==> config.mk <==
export PLATFORM = sky130hd
export DESIGN_NAME = color_cmd_arbiter
export DESIGN_NICKNAME = d
export VERILOG_FILES = /design/src/rtl/color_arb_pkg.sv /design/src/rtl/color_cmd_arbiter_rr_picker.sv /design/src/rtl/color_cmd_arbiter.sv
export SDC_FILE = /design/constraint.sdc
export NUM_CORES = 1
export LEC_CHECK = 0
export CAP_MARGIN = 20
export CELL_PAD_IN_SITES_DETAIL_PLACEMENT = 0
export CELL_PAD_IN_SITES_GLOBAL_PLACEMENT = 1
export CORE_UTILIZATION = 54
export CTS_BUF_LIST = sky130_fd_sc_hd__clkbuf_4 sky130_fd_sc_hd__clkbuf_8
export CTS_CLUSTER_DIAMETER = 120
export CTS_CLUSTER_SIZE = 24
export DETAILED_ROUTE_END_ITERATION = 10
export DONT_BUFFER_PORTS = 1
export GPL_ROUTABILITY_DRIVEN = 0
export HOLD_SLACK_MARGIN = 0.02
export PLACE_DENSITY = 0.86
export SYNTH_ARGS = -nofsm -noshare
export SYNTH_HDL_FRONTEND = slang
export SYNTH_SLANG_ARGS = --single-unit
==> constraint.sdc <==
create_clock -name clk -period 6.7 [get_ports clk]
set_input_delay 1.34 -clock clk [delete_from_list [all_inputs] [get_ports clk]]
set_output_delay 1.34 -clock clk [all_outputs]
set_load 0.005 [all_outputs]
==> src/rtl/color_arb_pkg.sv <==
// Shared types and command constants for the Color FSM command arbiter.
// Imported by the round-robin picker and the arbiter top.
package color_arb_pkg;

   typedef enum logic {
      BLUE = 1'b0,
      RED  = 1'b1
   } color_e;

   typedef enum logic [1:0] {
      IDLE  = 2'd0,
      ISSUE = 2'd1,
      WAIT  = 2'd2,
      DONE  = 2'd3
   } arb_state_e;

   localparam logic [1:0] CMD_STAY   = 2'h0;
   localparam logic [1:0] CMD_TOGGLE = 2'h1;
   localparam logic [1:0] CMD_NOP    = 2'h3;

   localparam int TMO_W = 8;

   // Only STAY and TOGGLE move (or hold) the FSM; other codes are no-ops.
   function automatic logic cmd_acts(input logic [1:0] cmd);
      return (cmd == CMD_STAY) || (cmd == CMD_TOGGLE);
   endfunction

   function automatic color_e expect_color(input logic [1:0] cmd,
                                           input logic      cur);
      return color_e'(cur ^ (cmd == CMD_TOGGLE));
   endfunction

endpackage

==> src/rtl/color_cmd_arbiter_rr_picker.sv <==
// Combinational round-robin selector: first set request at or after ptr,
// wrapping modulo NUM_REQ.
module rr_picker
   import color_arb_pkg::*;
#(
   parameter int NUM_REQ = 4,
   parameter int IDX_W   = $clog2(NUM_REQ)
) (
   input  logic [NUM_REQ-1:0] req,
   input  logic [IDX_W-1:0]   ptr,
   output logic               valid,
   output logic [IDX_W-1:0]   idx
);

   int c;

   // Scan from farthest to nearest so the nearest hit is written last.
   always_comb begin
      valid = 1'b0;
      idx   = '0;
      c     = 0;
      for (int k = NUM_REQ - 1; k >= 0; k--) begin
         c = int'(ptr) + k;
         if (c >= NUM_REQ) begin
            c = c - NUM_REQ;
         end
         if (req[IDX_W'(c)]) begin
            valid = 1'b1;
            idx   = IDX_W'(c);
         end
      end
   end

endmodule

==> src/rtl/color_cmd_arbiter.sv <==
// Round-robin arbiter sharing the Color FSM command input among requesters;
// issues one command, waits for the expected state or a timeout.
module color_cmd_arbiter
   import color_arb_pkg::*;
#(
   parameter int NUM_REQ = 4,
   parameter int TIMEOUT = 15,
   parameter int CNT_W   = 8
) (
   input  logic                 clk,
   input  logic                 rst,
   input  logic [NUM_REQ-1:0]   req,
   input  logic [2*NUM_REQ-1:0] req_cmd,
   output logic [NUM_REQ-1:0]   gnt,
   output logic [NUM_REQ-1:0]   done,
   output logic                 err,
   output logic [1:0]           fsm_cmd,
   input  logic                 fsm_state,
   output logic                 busy,
   output logic [CNT_W-1:0]     toggle_count
);

   localparam int IDX_W = $clog2(NUM_REQ);
   localparam logic [TMO_W-1:0] TMO_MAX = TMO_W'(TIMEOUT);
   localparam logic [IDX_W-1:0] LAST_IDX = IDX_W'(NUM_REQ - 1);

   arb_state_e         state_q, state_d;
   logic [IDX_W-1:0]   win_q, win_d;
   logic [IDX_W-1:0]   ptr_q, ptr_d;
   logic [1:0]         cmd_q, cmd_d;
   color_e             exp_q, exp_d;
   logic [TMO_W-1:0]   tmo_q, tmo_d;
   logic [NUM_REQ-1:0] gnt_q, gnt_d;
   logic [NUM_REQ-1:0] done_q, done_d;
   logic               err_q, err_d;
   logic [1:0]         fsm_cmd_q, fsm_cmd_d;
   logic [CNT_W-1:0]   cnt_q, cnt_d;

   logic               pick_vld;
   logic [IDX_W-1:0]   pick_idx;
   logic [TMO_W-1:0]   tmo_inc;

   rr_picker #(
      .NUM_REQ (NUM_REQ),
      .IDX_W   (IDX_W)
   ) u_pick (
      .req   (req),
      .ptr   (ptr_q),
      .valid (pick_vld),
      .idx   (pick_idx)
   );

   assign tmo_inc = tmo_q + TMO_W'(1);

   always_comb begin
      state_d   = state_q;
      win_d     = win_q;
      ptr_d     = ptr_q;
      cmd_d     = cmd_q;
      exp_d     = exp_q;
      tmo_d     = tmo_q;
      gnt_d     = gnt_q;
      done_d    = '0;
      err_d     = 1'b0;
      fsm_cmd_d = CMD_NOP;
      cnt_d     = cnt_q;
      unique case (state_q)
         IDLE: begin
            if (pick_vld) begin
               win_d           = pick_idx;
               cmd_d           = req_cmd[2*pick_idx +: 2];
               gnt_d           = '0;
               gnt_d[pick_idx] = 1'b1;
               fsm_cmd_d       = req_cmd[2*pick_idx +: 2];
               state_d         = ISSUE;
            end
         end
         ISSUE: begin
            exp_d   = expect_color(cmd_q, fsm_state);
            tmo_d   = '0;
            state_d = WAIT;
         end
         WAIT: begin
            // No-op codes never move the FSM, so they finish immediately.
            if (!cmd_acts(cmd_q) || (color_e'(fsm_state) == exp_q)) begin
               done_d  = gnt_q;
               state_d = DONE;
            end else begin
               tmo_d = tmo_inc;
               if (tmo_inc == TMO_MAX) begin
                  done_d  = gnt_q;
                  err_d   = 1'b1;
                  state_d = DONE;
               end
            end
         end
         DONE: begin
            if ((cmd_q == CMD_TOGGLE) && !err_q) begin
               cnt_d = cnt_q + CNT_W'(1);
            end
            ptr_d   = (win_q == LAST_IDX) ? '0 : win_q + IDX_W'(1);
            gnt_d   = '0;
            state_d = IDLE;
         end
         default: begin
            gnt_d   = '0;
            state_d = IDLE;
         end
      endcase
   end

   always_ff @(posedge clk or negedge rst) begin
      if (!rst) begin
         state_q   <= IDLE;
         win_q     <= '0;
         ptr_q     <= '0;
         cmd_q     <= CMD_NOP;
         exp_q     <= BLUE;
         tmo_q     <= '0;
         gnt_q     <= '0;
         done_q    <= '0;
         err_q     <= 1'b0;
         fsm_cmd_q <= CMD_NOP;
         cnt_q     <= '0;
      end else begin
         state_q   <= state_d;
         win_q     <= win_d;
         ptr_q     <= ptr_d;
         cmd_q     <= cmd_d;
         exp_q     <= exp_d;
         tmo_q     <= tmo_d;
         gnt_q     <= gnt_d;
         done_q    <= done_d;
         err_q     <= err_d;
         fsm_cmd_q <= fsm_cmd_d;
         cnt_q     <= cnt_d;
      end
   end

   assign gnt          = gnt_q;
   assign done         = done_q;
   assign err          = err_q;
   assign fsm_cmd      = fsm_cmd_q;
   assign busy         = (state_q != IDLE);
   assign toggle_count = cnt_q;

endmodule

* Yosys cells after proc, flatten, opt, wreduce, memory -nomap -nowiden *
Cells that the tools add are included.

storage, ports and cells
  logic and storage cells = 102
  register bits = 36

cells by class
  shifts and indexed selects = 1
  $add $sub $neg = 10
  $lt $le $gt $ge = 10
  reductions and logical operators = 16
  mux-type cells = 43
  bitwise gates (word level) = 1
  equality and inequality tests = 10

operators with widths
  kind                 number
  $mux 2               14
  $add 8x1->8 const B  2
  $lt 2x4->1 const B   4
  $mux 1               16
  $mux 4               4
  $pmux 8 s2           1
  $reduce_and 2->1     5
  $ge 3x3->1 const B   3
  $bmux 1 s2           4
  $eq 8x4->1 const B   1
  $mux 8               1
  $pmux 2 s4           1
  $pmux 4 s2           1
  $shiftx 8x4->2       1
  $sub 2x1->2 const B  4
  $add 2x2->3 const B  2
  $eq 2x2->1 const B   3
  $reduce_bool 2->1    3
  $eq 2x1->1 const B   2
  $logic_not 2->1      2
  $ne 2x2->1 const B   2
  $add 2x1->3 const B  1
  $ge 2x3->1 const B   1
  $lt 2x3->1 const B   1
  other kinds (9)      12

* Depth between registers and ports, before layout *
Gate-level depths: netlist of run 1.

  depth in word-level cells = 16
  mapped depth = 7

* Hierarchy *
A second synthesis of run 1 with hierarchy kept.

unflattened totals
  cells, all modules = 183
  area, all modules = 1863.0 um2

modules (own cells, without submodules)
  module             times used  area each (um2)  cells an instance
  color_cmd_arbiter  1           1785.5           170
  rr_picker          1           77.6             13

* Worst setup path after synthesis of run 1 *
Ideal clock, no wire load.

  path type = input to register
  start = input req[2]
  end = register cmd_q[0]
  setup slack = 3996 ps
  arrival = 2625 ps
  required time = 6621 ps
  stages = 7
  cells stage by stage = nor2b_1 > a21o_1 > a211o_1 > clkbuf_1 > mux2i_1 > mux2_2 > o21ai_0

between the ends
  word-level cells in the longest chain between the ends = 8
  elaborated cells on any way between the ends = 22

RTL lines
  element                                             RTL line                           text
  from (decl)                                         color_cmd_arbiter.sv:12            input logic [NUM_REQ-1:0] req,
  $bmux 1 s2                                          color_cmd_arbiter_rr_picker.sv:27  if (req[IDX_W'(c)]) begin
  $mux 1 (not written as such) (2 in series)          color_cmd_arbiter_rr_picker.sv:27
  $mux 2 or $mux 1 (tied branches) (4 in series)      color_cmd_arbiter_rr_picker.sv:27
  $shiftx 8x4->2 or $reduce_and 2->1 (tied branches)  -
  to (signal assigned)                                color_cmd_arbiter.sv:129           cmd_q <= cmd_d;
  to (decl)                                           color_cmd_arbiter.sv:30            logic [1:0] cmd_q, cmd_d;

Parallel ways exist; a longest one is shown, timed or not. The select of a mux whose other input is x is not followed.
A chain may end at the register's enable or synchronous reset.

* Worst setup path after layout of run 1 *
  start = register state_q[0]
  end = output busy

between the ends
  word-level cells in the longest chain between the ends = 1

RTL lines
  element                 RTL line                  text
  from (decl)             color_cmd_arbiter.sv:27   arb_state_e state_q, state_d;
  from (signal assigned)  color_cmd_arbiter.sv:126  state_q <= state_d;
  $reduce_bool 2->1       color_cmd_arbiter.sv:144  assign busy = (state_q != IDLE);
  to (decl)               color_cmd_arbiter.sv:19   output logic busy,

Every way passes these cells.

==> flow_summary.json, run 1 <==
{
  "run_status": "finished, final reports clean",
  "std_cell_rows": 21,
  "number_of_distinct_library_cell_variants_in_the_gate_level_netlist_after_synthesis": 44,
  "leftover_overflow_at_the_end_of_global_routing": 0,
  "globalRouteTotalUtil_pct": 21.8,
  "drt_wl_total_um": 3610,
  "first_pass_iters": 4,
  "layout-drive-gt1-share_pct": 12.6,
  "post_drt_wl_per_cell_um": 15.3,
  "placed_cells": 228,
  "worst_ep_required_time_ps": 5360,
  "grt_pass1_wl_um": 5810,
  "min_period_ps": 2600,
  "numCtsBuffers": 5,
  "netlist.top_cell.by_area": "dfrtp_1",
  "timing.critical_path.arrival_ps": 1260,
  "start_util_pct": 56.2,
  "hp-class": "flop to flop",
  "synth.area.top_cells": "dfrtp_1, dfstp_2, ha_1",
  "detailedRoute.firstIterationViolations": 70,
  "antenna_diode_count": 0,
  "max_slew.worst_pin.slew_ps": 669,
  "worstSetupEndpointType": "output pin",
  "via_count_of_the_first_global_routing_pass": 1330,
  "ctsHoldBuffers": 0,
  "portBuffers": 0,
  "fmax_mhz": 385,
  "postSynth.topFlopCell": "dfrtp_1",
  "layout.cells.non_filler": 236,
  "yosysTopAreaCellShare_pct": 42.7,
  "io_pins": 35,
  "post_cts.resized_instances": 0,
  "cts_num_sinks": 36,
  "area_growth_syn_to_layout_pct": 5.34,
  "yosysMostFrequentCell": "dfrtp_1",
  "synth.net_count": 209,
  "ctsLongestPathBuffers": 2,
  "cts.reportedPaths.clkPinSlew_ps": 110,
  "setup_tns_ps": 0,
  "post_cts_setup_buffers": 0,
  "grt_setup_unrepaired": "false",
  "clock_latency_ps": 340,
  "critPathMaxStageDelay_ps": 420,
  "fp.dieH_um": 60.9,
  "ys_async_sr_fraction_pct": 100,
  "synth_edf_count": 0,
  "total_power_density_per_cell_area_mw_per_mm2": 360,
  "root_buffer": "clkbuf_4",
  "cp_cell_sequence": "inv_1 -> ha_1 -> inv_1",
  "core_area_mm2": 0.00334,
  "drt.antenna.violating_nets": 0,
  "grt_max_degree": 37,
  "timing.critical_path.max_delay_family": "flip-flops",
  "cts-htree-levels": 2,
  "clock-skew-final_ps": 12.2,
  "synth.cell_area_mm2": 0.00188,
  "grt_antenna_before_repair": 0,
  "num_vias": 1336,
  "dp_hpwl_um": 2750,
  "hold_viol_final": 0,
  "cp_common_cell": "inv_1",
  "critPathBufInv": 2,
  "cellInternalPower_w": 0.000442,
  "power_frac_clock_pct": 16.4,
  "power.share.switching_pct": 37.9,
  "synth_commonest_cells": "dfrtp_1, nand2_1, o21ai_0, nor2_1, inv_1",
  "share_comb_of_total_power_pct": 35.6,
  "final.period_utilization_pct": 38.8,
  "cts_tree": "done",
  "dieArea_mm2": 0.00371,
  "seq_power_share_pct": 48.0,
  "viasPerCell": 5.66,
  "report.final.slew_viol_count": 0,
  "postSynthRegisterBits": 36,
  "slew_headroom_pct": 55.0,
  "netlist_instances": 186,
  "design.final.nets": 212,
  "detail_route.drc_violations": 0,
  "cap_viol_max_count": 0,
  "crit_path_max_fanout": 6,
  "ir_drop_mv": 0.175,
  "synth-seq-area-share_pct": 48.3,
  "p_leak_nw": 0.880,
  "worstSetupPathType": "flop to output pin",
  "cp-start-kind": "flop",
  "dieWidth_um": 60.9,
  "syn_area_per_cell_um2": 10.1,
  "setup_viol": 0,
  "synth-warning-count": 0,
  "p_switching_w": 0.000269,
  "worst_path_max_delay_cell": "dfrtp_1"
}
logic make-up after synthesis:
logic type      count (synthesis)  synth area share [%]
simple gates                   63                  16.9
compound gates                 41                  15.0
flops                          36                  48.3
buf+inv                        17                  3.40
xor+xnor                       11                  5.14
mux                            10                  5.94
fa+ha+maj                       8                  5.34
worst min-delay path, cell delays in order (launching register included):
cell and delay (ps):
dfstp_2 380, nand2_1 40, o21ai_0 70
cell usage in the layout, fill, tap and decap left out, drive strengths merged, types with 5 or more instances in the layout:
cell type,synthesis,layout
clkbuf,4,7
o21ai,19,19
ha,8,8
nand2b,6,6
dfrtp,32,32
xnor2,8,8
o31ai,5,5
nand2,20,20
a21oi,5,5
inv,13,13
mux2,6,6
nor2,15,15
per-layer routing:
layer	GRT usage, %	wire length, um	up-vias	share of wire [%]
met5	0	0	-	0
met4	6.17	39	0	1.1
met3	7.25	200	5	5.5
met2	37.0	1740	42	48
met1	26.4	1630	644	45
li1	-	-	645	-
registers in the layout (all words and copies together), names as in the netlist:
name,count
gnt,4
done,4
state_q,2
win_q,2
exp_q,1
tmo_q,8
toggle_count,8
err,1
fsm_cmd,2
ptr_q,2
cmd_q,2
power groups by stage:
stage	logic, W	registers (W)	clock network [W]
4_1_cts	0.000254	0.000341	0.000122
3_5_place_dp	0.000253	0.000346	0
6_report	0.000253	0.000341	0.000117
5_1_grt	0.000287	0.000352	0.000133
2_1_floorplan	0.000206	0.000331	0
3_3_place_gp	0.000238	0.000341	0
final timing paths:
| kind | start | endpoint | slack (ps) | depth (start not counted) |
|---|---|---|---|---|
| worst min-delay path | cmd_q[0] | cmd_q[0] | 490 | 2 |
| worst min register to register | cmd_q[0] | cmd_q[0] | 490 | 2 |
| worst max register to register | tmo_q[0] | state_q[1] | 4230 | 7 |
| min in group asynchronous | rst | gnt[1] | 670 | 0 |
| max in group asynchronous | rst | cmd_q[0] | 5840 | 0 |
| worst max-delay path | state_q[0] | busy | 4100 | 3 |
through the flow:
stage | util [%] | total power, W | setup WS, ps | cell area, um^2 | hold WS (ps)
after CTS | 59.2 | 0.000718 | 4100 | 1980 | 501
after detailed placement | 57.5 | 0.000599 | 3880 | 1920 | 485
after global placement | 57.5 | 0.000579 | 3990 | 1920 | 474
final | 59.2 | 0.000711 | 4100 | 1980 | 491
after global routing | 59.2 | 0.000772 | 4030 | 1980 | 542
after floorplan | - | 0.000536 | 4000 | 1880 | 454
layout make-up:
class,count,area (um^2)
Fill cell,313,1360
Clock buffer,7,52.6
Multi-Input combinational cell,133,906
Clock inverter,1,5.00
Tap cell,46,57.6
Inverter,13,48.8
Sequential cell,36,906
Note: power is estimated with default switching activity, not from simulation.
==> run 2: changes to the inputs <==
Settings changed: CORE_UTILIZATION 54 to 50, PLACE_DENSITY 0.86 to 0.81.
Clock period 6.7 ns to 2.48 ns, I/O delays scaled along.
==> flow_summary.json, run 2 (synthesis results as in run 1) <==
{
  "drt.antenna.violating_nets": 0,
  "setup_viol": 0,
  "cts-htree-levels": 2,
  "critPathMaxStageDelay_ps": 430,
  "run_status": "finished, final reports clean",
  "leftover_overflow_at_the_end_of_global_routing": 0,
  "dieWidth_um": 63.2,
  "r2r_start": "tmo_q[0]",
  "total_power_density_per_cell_area_mw_per_mm2": 1020,
  "antenna_diode_count": 0,
  "detailedRoute.firstIterationViolations": 63,
  "cts_num_sinks": 36,
  "worstSetupPathType": "flop to flop",
  "first_pass_iters": 4,
  "num_vias": 1342,
  "fp.dieH_um": 63.2,
  "ctsLongestPathBuffers": 2,
  "postPlaceCellArea_mm2": 0.00193,
  "cp-start-kind": "flop",
  "most-common-layout-cells": "dfrtp_1, nand2_1, o21ai_0",
  "p_total_w": 0.00208,
  "worst_ep_required_time_ps": 2660,
  "worstSetupEndpointType": "flop",
  "numCtsBuffers": 5,
  "layout-drive-gt1-share_pct": 13.5,
  "fin_util_pct": 58.9,
  "crit_path_max_fanout": 6,
  "p_leak_nw": 0.910,
  "max_slew.worst_pin.slew_ps": 627,
  "clock_latency_ps": 290,
  "hp-class": "input port to asynchronous set/reset pin",
  "hold_viol_final": 0,
  "grt_setup_unrepaired": "false",
  "cp_cell_sequence": "ha_1 -> and4_1 -> and2_4 -> or3_4 -> a2111oi_4 -> o21ai_2 -> mux2_4",
  "start_util_pct": 54.1,
  "worst_path_max_delay_cell": "dfrtp_1",
  "dieArea_mm2": 0.00400,
  "grt_pass1_wl_um": 6270,
  "cap_viol_max_count": 0,
  "std_cell_rows": 21,
  "grt_max_degree": 33,
  "post_cts.resized_instances": 0,
  "placed_cells": 229,
  "core_area_mm2": 0.00347,
  "grt_antenna_before_repair": 0,
  "critPathLaunch": "tmo_q[0]",
  "portBuffers": 0,
  "regToRegEndpoint": "state_q[1]",
  "layout.cells.most_common": "dfrtp_1",
  "io_pins": 35,
  "final.period_utilization_pct": 95.1,
  "globalRouteTotalUtil_pct": 20.4,
  "reg2regPathDepth": 7,
  "root_buffer": "clkbuf_8",
  "setup_tns_ps": 0,
  "slew_headroom_pct": 58.1,
  "layout.cells.non_filler": 238,
  "ir_drop_mv": 0.437,
  "dp_hpwl_um": 2630,
  "via_count_of_the_first_global_routing_pass": 1373,
  "drt_wl_total_um": 3600,
  "fmax_mhz": 424,
  "cts_tree": "done",
  "detail_route.drc_violations": 0,
  "clock-skew-final_ps": 7.53,
  "cts.reportedPaths.clkPinSlew_ps": 70,
  "reg2reg_setup_slack_ps": 120,
  "viasPerCell": 5.64,
  "stdcell_area_mm2": 0.00204,
  "post_drt_wl_per_cell_um": 15.1,
  "min_period_ps": 2360,
  "area_growth_syn_to_layout_pct": 8.94,
  "report.final.slew_viol_count": 0,
  "timing.critical_path.arrival_ps": 2540,
  "design.final.nets": 214
}
[run 2: cell count changes in the layout (fill, tap and decap cells not counted)]
cell / change
clkinv_2: -1
buf_12: +1
clkbuf_8: +6
buf_4: +1
clkbuf_4: -5
[run 2: cell type report]
type	count	area, um^2
Timing Repair Buffer	2	27.5
Fill cell	301	1430
Multi-Input combinational cell	133	906
Inverter	13	48.8
Tap cell	46	57.6
Sequential cell	36	906
Clock buffer	8	97.6
[run 2: how the worst max path moves through the flow]
| stage | endpoint | slack, ps | cells after the start |
|---|---|---|---|
| after global placement | state_q[1] | 150 | 7 |
| after floorplan | state_q[1] | 210 | 7 |
| after detailed placement | state_q[1] | 70 | 7 |
| after CTS | state_q[1] | 50 | 7 |
| final | state_q[1] | 120 | 7 |
| after global routing | state_q[1] | 10 | 7 |
[run 2: worst max-delay path: cells and delay by family (launching register included)]
| kind | cells | cell delay, ps |
|---|---|---|
| compound gates | 2 | 510 |
| fa+ha+maj | 1 | 280 |
| flops | 1 | 430 |
| mux | 1 | 310 |
| simple gates | 3 | 720 |
[run 2: stage by stage]
step / hold WS [ps] / setup slack [ps]
2_1_floorplan: 200 / 210
3_3_place_gp: 201 / 146
3_5_place_dp: 201 / 68.4
4_1_cts: 26.9 / 46.9
5_1_grt: 26.2 / 14.2
6_report: 30.7 / 120
[run 2: repair_timing]
item | 4_1_cts | 5_1_grt
buffers inserted | 0 | 0
endpoints found under the setup margin | 0 | 1
endpoints found under the hold margin | 32 | 0
hold buffers | 1 | 0
[run 2: routing by layer]
metal | vias to the layer above | wire length [um] | track usage [%]
li1 | 654 | - | -
met4 | 0 | 51 | 6.25
met1 | 633 | 1700 | 24.9
met3 | 5 | 233 | 8.15
met2 | 50 | 1620 | 33.1
met5 | - | 0 | 0
[run 2: where the power goes]
group          switching, W  leakage (nW)  total (W)  internal (W)
sequential         0.000156         0.466   0.000923      0.000767
clock              0.000208        0.0523   0.000456      0.000249
combinational      0.000399         0.392   0.000703      0.000304
total              0.000762         0.910    0.00208       0.00132
==> run 3: changes to the inputs <==
Settings changed: CORE_MARGIN set to 2.
==> flow_summary.json, run 3 (synthesis results as in run 1) <==
{
  "dieArea_mm2": 0.00426,
  "cts.reportedPaths.clkPinSlew_ps": 70,
  "via_count_of_the_first_global_routing_pass": 1317,
  "io_pins": 35,
  "layout.cells.non_filler": 240,
  "detail_route.drc_violations": 0,
  "post_cts_setup_buffers": 0,
  "grt_max_degree": 33,
  "ir_drop_mv": 0.558,
  "num_vias": 1317,
  "cts_num_sinks": 36,
  "fmax_mhz": 420,
  "postPlaceCellArea_mm2": 0.00193,
  "p_total_w": 0.00212,
  "total_power_density_per_cell_area_mw_per_mm2": 1030,
  "area_growth_syn_to_layout_pct": 9.81,
  "post_drt_wl_per_cell_um": 14.4,
  "slew_headroom_pct": 60.1,
  "crit_path_max_fanout": 6,
  "grt_antenna_before_repair": 0,
  "regToRegEndpoint": "state_q[1]",
  "globalRouteTotalUtil_pct": 18.3,
  "max_slew.worst_pin.slew_ps": 597,
  "drt.antenna.violating_nets": 0,
  "setup_viol": 0,
  "r2r_start": "tmo_q[0]",
  "cap_viol_max_count": 0,
  "timing.critical_path.arrival_ps": 2550,
  "timing.hold.ws_ps": 31.2,
  "worstSetupPathType": "flop to flop",
  "worstSetupEndpointType": "flop",
  "dieWidth_um": 65.2,
  "post_cts.resized_instances": 0,
  "std_cell_rows": 22,
  "hp-class": "input port to asynchronous set/reset pin",
  "setup_tns_ps": 0,
  "final.period_utilization_pct": 96.1,
  "clock-skew-final_ps": 8.15,
  "ctsLongestPathBuffers": 2,
  "hold_viol_final": 0,
  "ctsHoldBuffers": 1,
  "numCtsBuffers": 5,
  "dp_hpwl_um": 2540,
  "min_period_ps": 2380,
  "p_leak_nw": 0.911,
  "cp-start-kind": "flop",
  "portBuffers": 0,
  "grt_pass1_wl_um": 5900,
  "core_area_mm2": 0.00363,
  "most-common-layout-cells": "dfrtp_1, nand2_1, o21ai_0",
  "first_pass_iters": 3,
  "worst_ep_required_time_ps": 2650,
  "stdcell_area_mm2": 0.00206,
  "start_util_pct": 51.6,
  "critPathMaxStageDelay_ps": 430,
  "cts_tree": "done",
  "grt_setup_unrepaired": "false",
  "reg2reg_setup_slack_ps": 100,
  "run_status": "finished, final reports clean",
  "clock_latency_ps": 280,
  "fp.dieH_um": 65.2,
  "cp_cell_sequence": "ha_1 -> and4_1 -> and2_4 -> or3_4 -> a2111oi_4 -> o21ai_2 -> mux2_4",
  "reg2regPathDepth": 7,
  "critPathLaunch": "tmo_q[0]",
  "leftover_overflow_at_the_end_of_global_routing": 0,
  "layout-drive-gt1-share_pct": 13.5,
  "antenna_diode_count": 0,
  "viasPerCell": 5.49,
  "detailedRoute.firstIterationViolations": 65,
  "cts-htree-levels": 2,
  "placed_cells": 231,
  "root_buffer": "clkbuf_8",
  "worst_path_max_delay_cell": "dfrtp_1",
  "design.final.nets": 214,
  "report.final.slew_viol_count": 0,
  "layout.cells.most_common": "dfrtp_1",
  "drt_wl_total_um": 3450
}
run 3: cell types whose count changed in the layout (fill, tap and decap cells not counted):
| cell | previous run | this run |
|---|---|---|
| clkbuf_4 | 2 | 0 |
| clkbuf_8 | 6 | 5 |
| bufinv_16 | 0 | 1 |
| clkinvlp_4 | 0 | 1 |
| clkinv_2 | 0 | 1 |
run 3: worst max path at each step:
stage | end | slack, ps | cells after the start
after detailed placement | state_q[1] | 90 | 7
after global placement | state_q[1] | 150 | 7
final | state_q[1] | 100 | 7
after floorplan | state_q[1] | 210 | 7
after CTS | state_q[1] | 90 | 7
after global routing | state_q[1] | 10 | 7
run 3: per-stage QoR:
step / setup slack [ps] / utilization, %
after floorplan: 210 / -
after global placement: 148 / 53.1
after detailed placement: 92.5 / 53.1
after CTS: 86.8 / 56.7
after global routing: 13.7 / 56.7
final: 97.7 / 56.7
run 3: routing by layer:
metal / part of all wire [%] / global-route usage [%]
met1: 45 / 22.3
met2: 47 / 29.7
met3: 6.4 / 6.85
met4: 1.3 / 6.25
met5: 0 / 0
run 3: critical path: cells and delay by family, from the launching register on:
family	cells	cell delay [ps]
simple gates	3	720
compound gates	2	540
flops	1	430
mux	1	300
fa+ha+maj	1	280
run 3: power breakdown:
group	total (W)	internal, W	switching [W]
logic	0.000690	0.000305	0.000384
clock network	0.000506	0.000297	0.000209
registers	0.000924	0.000767	0.000157
total	0.00212	0.00137	0.000750
run 3: final cells by class:
class	count	area [um^2]
fill	341	1570
clock inverter	3	42.5
sequential	36	906
timing repair buffer	2	27.5
inverter	13	48.8
clock buffer	5	68.8
tap	48	60.1
multi-input combinational	133	906
==> edit 1, RTL diff (flow settings as in run 2) <==
Change the parameter `CNT_W` from 8 to 9.
--- a/src/rtl/color_cmd_arbiter.sv
+++ b/src/rtl/color_cmd_arbiter.sv
@@ -5,7 +5,7 @@
 #(
    parameter int NUM_REQ = 4,
    parameter int TIMEOUT = 15,
-   parameter int CNT_W   = 8
+   parameter int CNT_W   = 9
 ) (
    input  logic                 clk,
    input  logic                 rst,
Interface: changed (resized toggle_count); port bits go from 35 to 36. The function was not compared with the original's and may differ.
==> edit 1 against run 2 <==
  * Count of clock-buffer cells in the layout is 1 lower
  * Wire length is 5.2% higher
  * Combinational power rose by 7.7%
  * Die area up 6.5%
  * Power is 8.9% higher
  * Via count grew 12%
  * Final area rose by 6.9%
  * Area after synthesis is 6.7% higher
  * Sequential cell count grew 1
  * Worst setup slack better by 160 ps
  * Worst hold slack better by 4.0 ps
==> edit 1: results (changes against run 2) <==
Reg clk slew, reported paths=70 ps (about the same); worst skew pair latency=290 ps (about the same); top cells by count, synth=dfrtp_1 (33), nand2_1 (26), nor2_1 (20); top cell family by delay on the critical path=simple AND/OR/NAND/NOR gates; Critical Path Max Stage Delay=470 ps (+40 ps); Initial DRC Count=74 (+17%); WL/cell=14.7 um (-3.0%); Layout Skew=7.32 ps (-0.210 ps); Synth area leaders=dfrtp_1 (41%), ha_1 (5.6%), dfstp_2 (5.3%); vias=1,502 (+12%); share of cells above drive strength 1=11.4% (-2.1 points); VDD IR max=0.000548 V (+25%); first-pass iteration count of the detailed router=4 (unchanged); sequential fraction of the synthesis area=46.5% (-1.8 points); Cell variety after synth=44 (unchanged); CTS Root Cell=clkbuf_8; vias in the first global route=1,465 (+6.7%); asr flop ratio synth=100% (unchanged); crit path DAT=2400 ps (-140 ps); Post-CTS Setup Bufs=0 (unchanged); CTS Buf Count=5 (unchanged); Hold Path Class=input pin to async pin; nets=233 (+8.9%); leak pwr=0.937 nW (+3.0%); post-DP HPWL=2780 um (+5.7%); Post-synth EDFFs=0 (unchanged); Max clock buf depth=2 (unchanged); pin count of the biggest net entering global routing=34 (+3.0%); Psw=0.818 mW (+7.3%); diode count=0 (unchanged); YS warnings=0 (unchanged); worst-path fanout max=11 (+5); first-pass GRT wire length=6440 um (+2.7%); GRT Overall Usage=20.3% (-0.17 points); initial antenna violation count=0 (unchanged); max FFs per register=9; H-tree depth=2 (unchanged); Slowest cell on crit path=dfrtp_1; number of port buffers=0 (unchanged); Least-Margin Pin Slew=543 ps (-84.2 ps); status=finished, final reports clean
[edit 1: cell types whose count changed in the layout (fill, tap and decap cells not counted), sizes merged, moves of 3 or more]
cell and change:
nand3 +7, nand2 +6, nor3b +5, nor2 +5, mux2i -3, inv -7, a211oi +5
[edit 1: power groups by stage]
stage	sequential [mW]	combinational (mW)	clock, mW
5_1_grt	0.994	0.865	0.588
3_3_place_gp	0.964	0.723	0
4_1_cts	0.968	0.766	0.553
6_report	0.968	0.757	0.543
2_1_floorplan	0.921	0.624	0
3_5_place_dp	0.977	0.747	0
[edit 1: worst reg2reg max path, cell delays in order, from the launching register on]
cell and delay (ps):
dfrtp_1 470, ha_1 290, and3_4 180, or4_4 430, a221oi_4 320, mux2_1 350
o211ai_1 90
[edit 1: path summary, 6_finish.rpt]
kind                                      start                     end  slack (ps)  depth (start not counted)
min                                         rst    tmo_q[6]$_DFFE_PN0P_          30                          1
max in group asynchronous                   rst    tmo_q[4]$_DFFE_PN0P_        2270                          1
min in group clk                      fsm_state       exp_q$_DFFE_PN0P_         430                          2
min reg2reg                cmd_q[0]$_DFFE_PN1P_    cmd_q[0]$_DFFE_PN1P_         490                          2
max                        tmo_q[0]$_DFFE_PN0P_  state_q[1]$_DFFE_PN0P_         280                          6
max reg2reg                tmo_q[0]$_DFFE_PN0P_  state_q[1]$_DFFE_PN0P_         280                          6
[edit 1: stage by stage]
| step | instance area, um^2 | setup slack, ps | instances |
|---|---|---|---|
| 2_1_floorplan | 2000 | 426 | 206 |
| 3_3_place_gp | 2040 | 335 | 249 |
| 3_5_place_dp | 2040 | 292 | 249 |
| 4_1_cts | 2180 | 271 | 258 |
| 5_1_grt | 2180 | 158 | 258 |
| 6_report | 2180 | 280 | 258 |
[edit 1: logic make-up (layout without fill, tap and decap cells)]
| family | after synthesis | count (layout) | share of synthesized area (%) |
|---|---|---|---|
| simple gates | 88 | 88 | 22.6 |
| compound gates | 41 | 41 | 14.1 |
| flops | 37 | 37 | 46.5 |
| buf+inv | 14 | 18 | 3.06 |
| xor+xnor | 12 | 12 | 5.25 |
| fa+ha+maj | 9 | 9 | 5.63 |
| mux | 5 | 5 | 2.75 |
[edit 1: repair_timing]
action,CTS,global route
resized for setup,0,0
hold endpoints to repair,33,0
hold buffers,1,0
[edit 1: layer usage]
layer  wire [um]  global-route usage [%]  up-vias
met5           0                       0        -
met2        1890                    34.8       41
met1        1640                    22.5      726
met3         188                    7.12        8
met4          70                    8.70        0
li1            -                       -      727
[edit 1: area by class of cell]
class,count,area (um^2)
Sequential cell,37,931
Fill cell,348,1560
Clock inverter,1,30.0
Inverter,6,22.5
Tap cell,48,60.1
Timing Repair Buffer,4,42.5
Clock buffer,7,90.1
Multi-Input combinational cell,155,1010
==> edit 2, RTL diff (config.mk and constraints of run 2) <==
Without the edit above. Make the reset (`rst`) synchronous in one clocked block.
--- a/src/rtl/color_cmd_arbiter.sv
+++ b/src/rtl/color_cmd_arbiter.sv
@@ -109,7 +109,7 @@
       endcase
    end
 
-   always_ff @(posedge clk or negedge rst) begin
+   always_ff @(posedge clk) begin
       if (!rst) begin
          state_q   <= IDLE;
          win_q     <= '0;
Formal check against the unedited RTL: differs if rst is asserted again (counterexample within 4 cycles, from zero or initial values and one cycle with rst low); with rst held inactive, the same outputs for 10 cycles.
==> edit 2 against run 2 <==
  * Sequential cell count did not move
  * Area after synthesis fell by 3.9%
  * Worst setup slack better by 440 ps
  * Wire length rose by 11%
  * Cell count is 6.3% higher
  * Power fell by 22%
  * Count of clock-buffer cells in the layout down 2
  * Final area is 5.3% lower
==> edit 2: results (changes against run 2) <==
status=finished, final reports clean; share of cells above drive strength 1=10.1% (-3.4 points); GRT Overall Usage=23.4% (+3.0 points); worst skew pair latency=350 ps (+60 ps); Initial DRC Count=75 (+19%); met2 GRT Util=39.8% (+6.8 points); asr flop ratio synth=0% (-100 points); Layout Skew=14.8 ps (+7.23 ps); grt met1 use=26.6% (+1.7 points); syn_nets=225 (+7.7%); Post-CTS Setup Bufs=0 (unchanged); DP Area=1860 um^2 (-3.6%); leak pwr=0.741 nW (-19%); post-DP HPWL=3040 um (+16%); Relative slew margins=56.7% (-1.3 points); top cells by count, synth=dfxtp_1 (36), nor2_1 (31), a21oi_1 (10), nand2_1 (10), o21ai_0 (10); Cell variety after synth=41 (-6.8%); CTS Buf Count=5 (unchanged); H-tree depth=2 (unchanged); vias in the first global route=1,422 (+3.6%); sequential fraction of the synthesis area=40.0% (-8.3 points); Hold Slack=264 ps (+233 ps); top-count cell post-synth=dfxtp_1; first-pass GRT wire length=6370 um (+1.6%); diode count=0 (unchanged); Hold Path Class=input pin to flip-flop; Synth area leaders=dfxtp_1 (40%), nor2_1 (6.5%), ha_1 (5.6%); first-pass iteration count of the detailed router=4 (unchanged); Max clock buf depth=2 (unchanged); YS warnings=0 (unchanged); # resized after CTS=0 (unchanged); VDD IR max=0.000624 V (+43%); Routed WL=3990 um (+11%); initial antenna violation count=0 (unchanged); crit path DAT=2140 ps (-400 ps); met3 global-route usage=6.63% (-1.5 points); worst-path fanout max=6 (unchanged); pin count of the biggest net entering global routing=20 (-39%); number of port buffers=0 (unchanged); vias per cell=5.75 (+2.1%); Final ANT Viol Nets=0 (unchanged); Reg clk slew, reported paths=110 ps (+40 ps); R2R setup slack=560 ps (+440 ps); CTS Root Cell=clkbuf_4
## edit 2: changes by cell type in the layout (fill, tap and decap cells not counted), moves of 6 or more
cell | run 2 | this run
clkbuf_8 | 6 | 0
nand2_1 | 20 | 10
o21ai_0 | 18 | 10
dfxtp_1 | 0 | 36
nand3_1 | 1 | 8
dfrtp_1 | 32 | 0
nor2_1 | 15 | 31
## edit 2: where the power goes
part | internal [mW] | switching, mW
registers | 0.651 | 0.0656
clock network | 0.222 | 0.197
logic | 0.177 | 0.315
## edit 2: area by class of cell
cell class,instances,area [um^2]
fill,298,1450
multi-input combinational,153,1030
sequential,36,721
tap,46,57.6
clock buffer,6,45.0
clock inverter,2,35.0
inverter,8,30.0
timing repair buffer,2,15.0
## edit 2: critical path, cell delays in order, from the launching register on
cell and delay (ps):
dfxtp_1 390, ha_1 320, nor4bb_1 330, buf_4 220, and4_4 250, nand3_1 90, xor2_1 140, nor2_1 50
## edit 2: kinds of logic (layout without fill, tap and decap cells)
family | count (synthesis) | count (layout) | synth area share, %
adders and majority gates | 8 | 8 | 5.55
xor gates and xnor gates | 13 | 13 | 6.32
AOI/OAI and AO/OA | 45 | 45 | 18.8
buffers and inverters | 13 | 18 | 2.78
and+or+nand+nor | 81 | 81 | 23.2
muxes | 6 | 6 | 3.33
DFF | 36 | 36 | 40.0
## edit 2: routing by layer
metal | up-vias | share of wire [%]
met4 | 0 | 1.4
met5 | - | 0
met3 | 7 | 6.5
met2 | 35 | 51
met1 | 690 | 41
li1 | 724 | -
## edit 2: worst paths after layout
| path | cells after the start | startpoint | to |
|---|---|---|---|
| setup / recovery | 7 | state_q[1]$_SDFFE_PN0P_ | toggle_count[5]$_SDFFE_PN0P_ |
| hold / removal | 1 | rst | tmo_q[7]$_SDFFE_PN0P_ |
| setup reg to reg | 7 | state_q[1]$_SDFFE_PN0P_ | toggle_count[5]$_SDFFE_PN0P_ |
| hold reg to reg | 2 | cmd_q[0]$_SDFFE_PN1P_ | cmd_q[0]$_SDFFE_PN1P_ |
## edit 2: per-stage QoR
stage / instances / worst slack [ps]
final: 253 / 561
after global placement: 245 / 503
after global routing: 253 / 378
after detailed placement: 245 / 469
after CTS: 253 / 551
after floorplan: 202 / 804
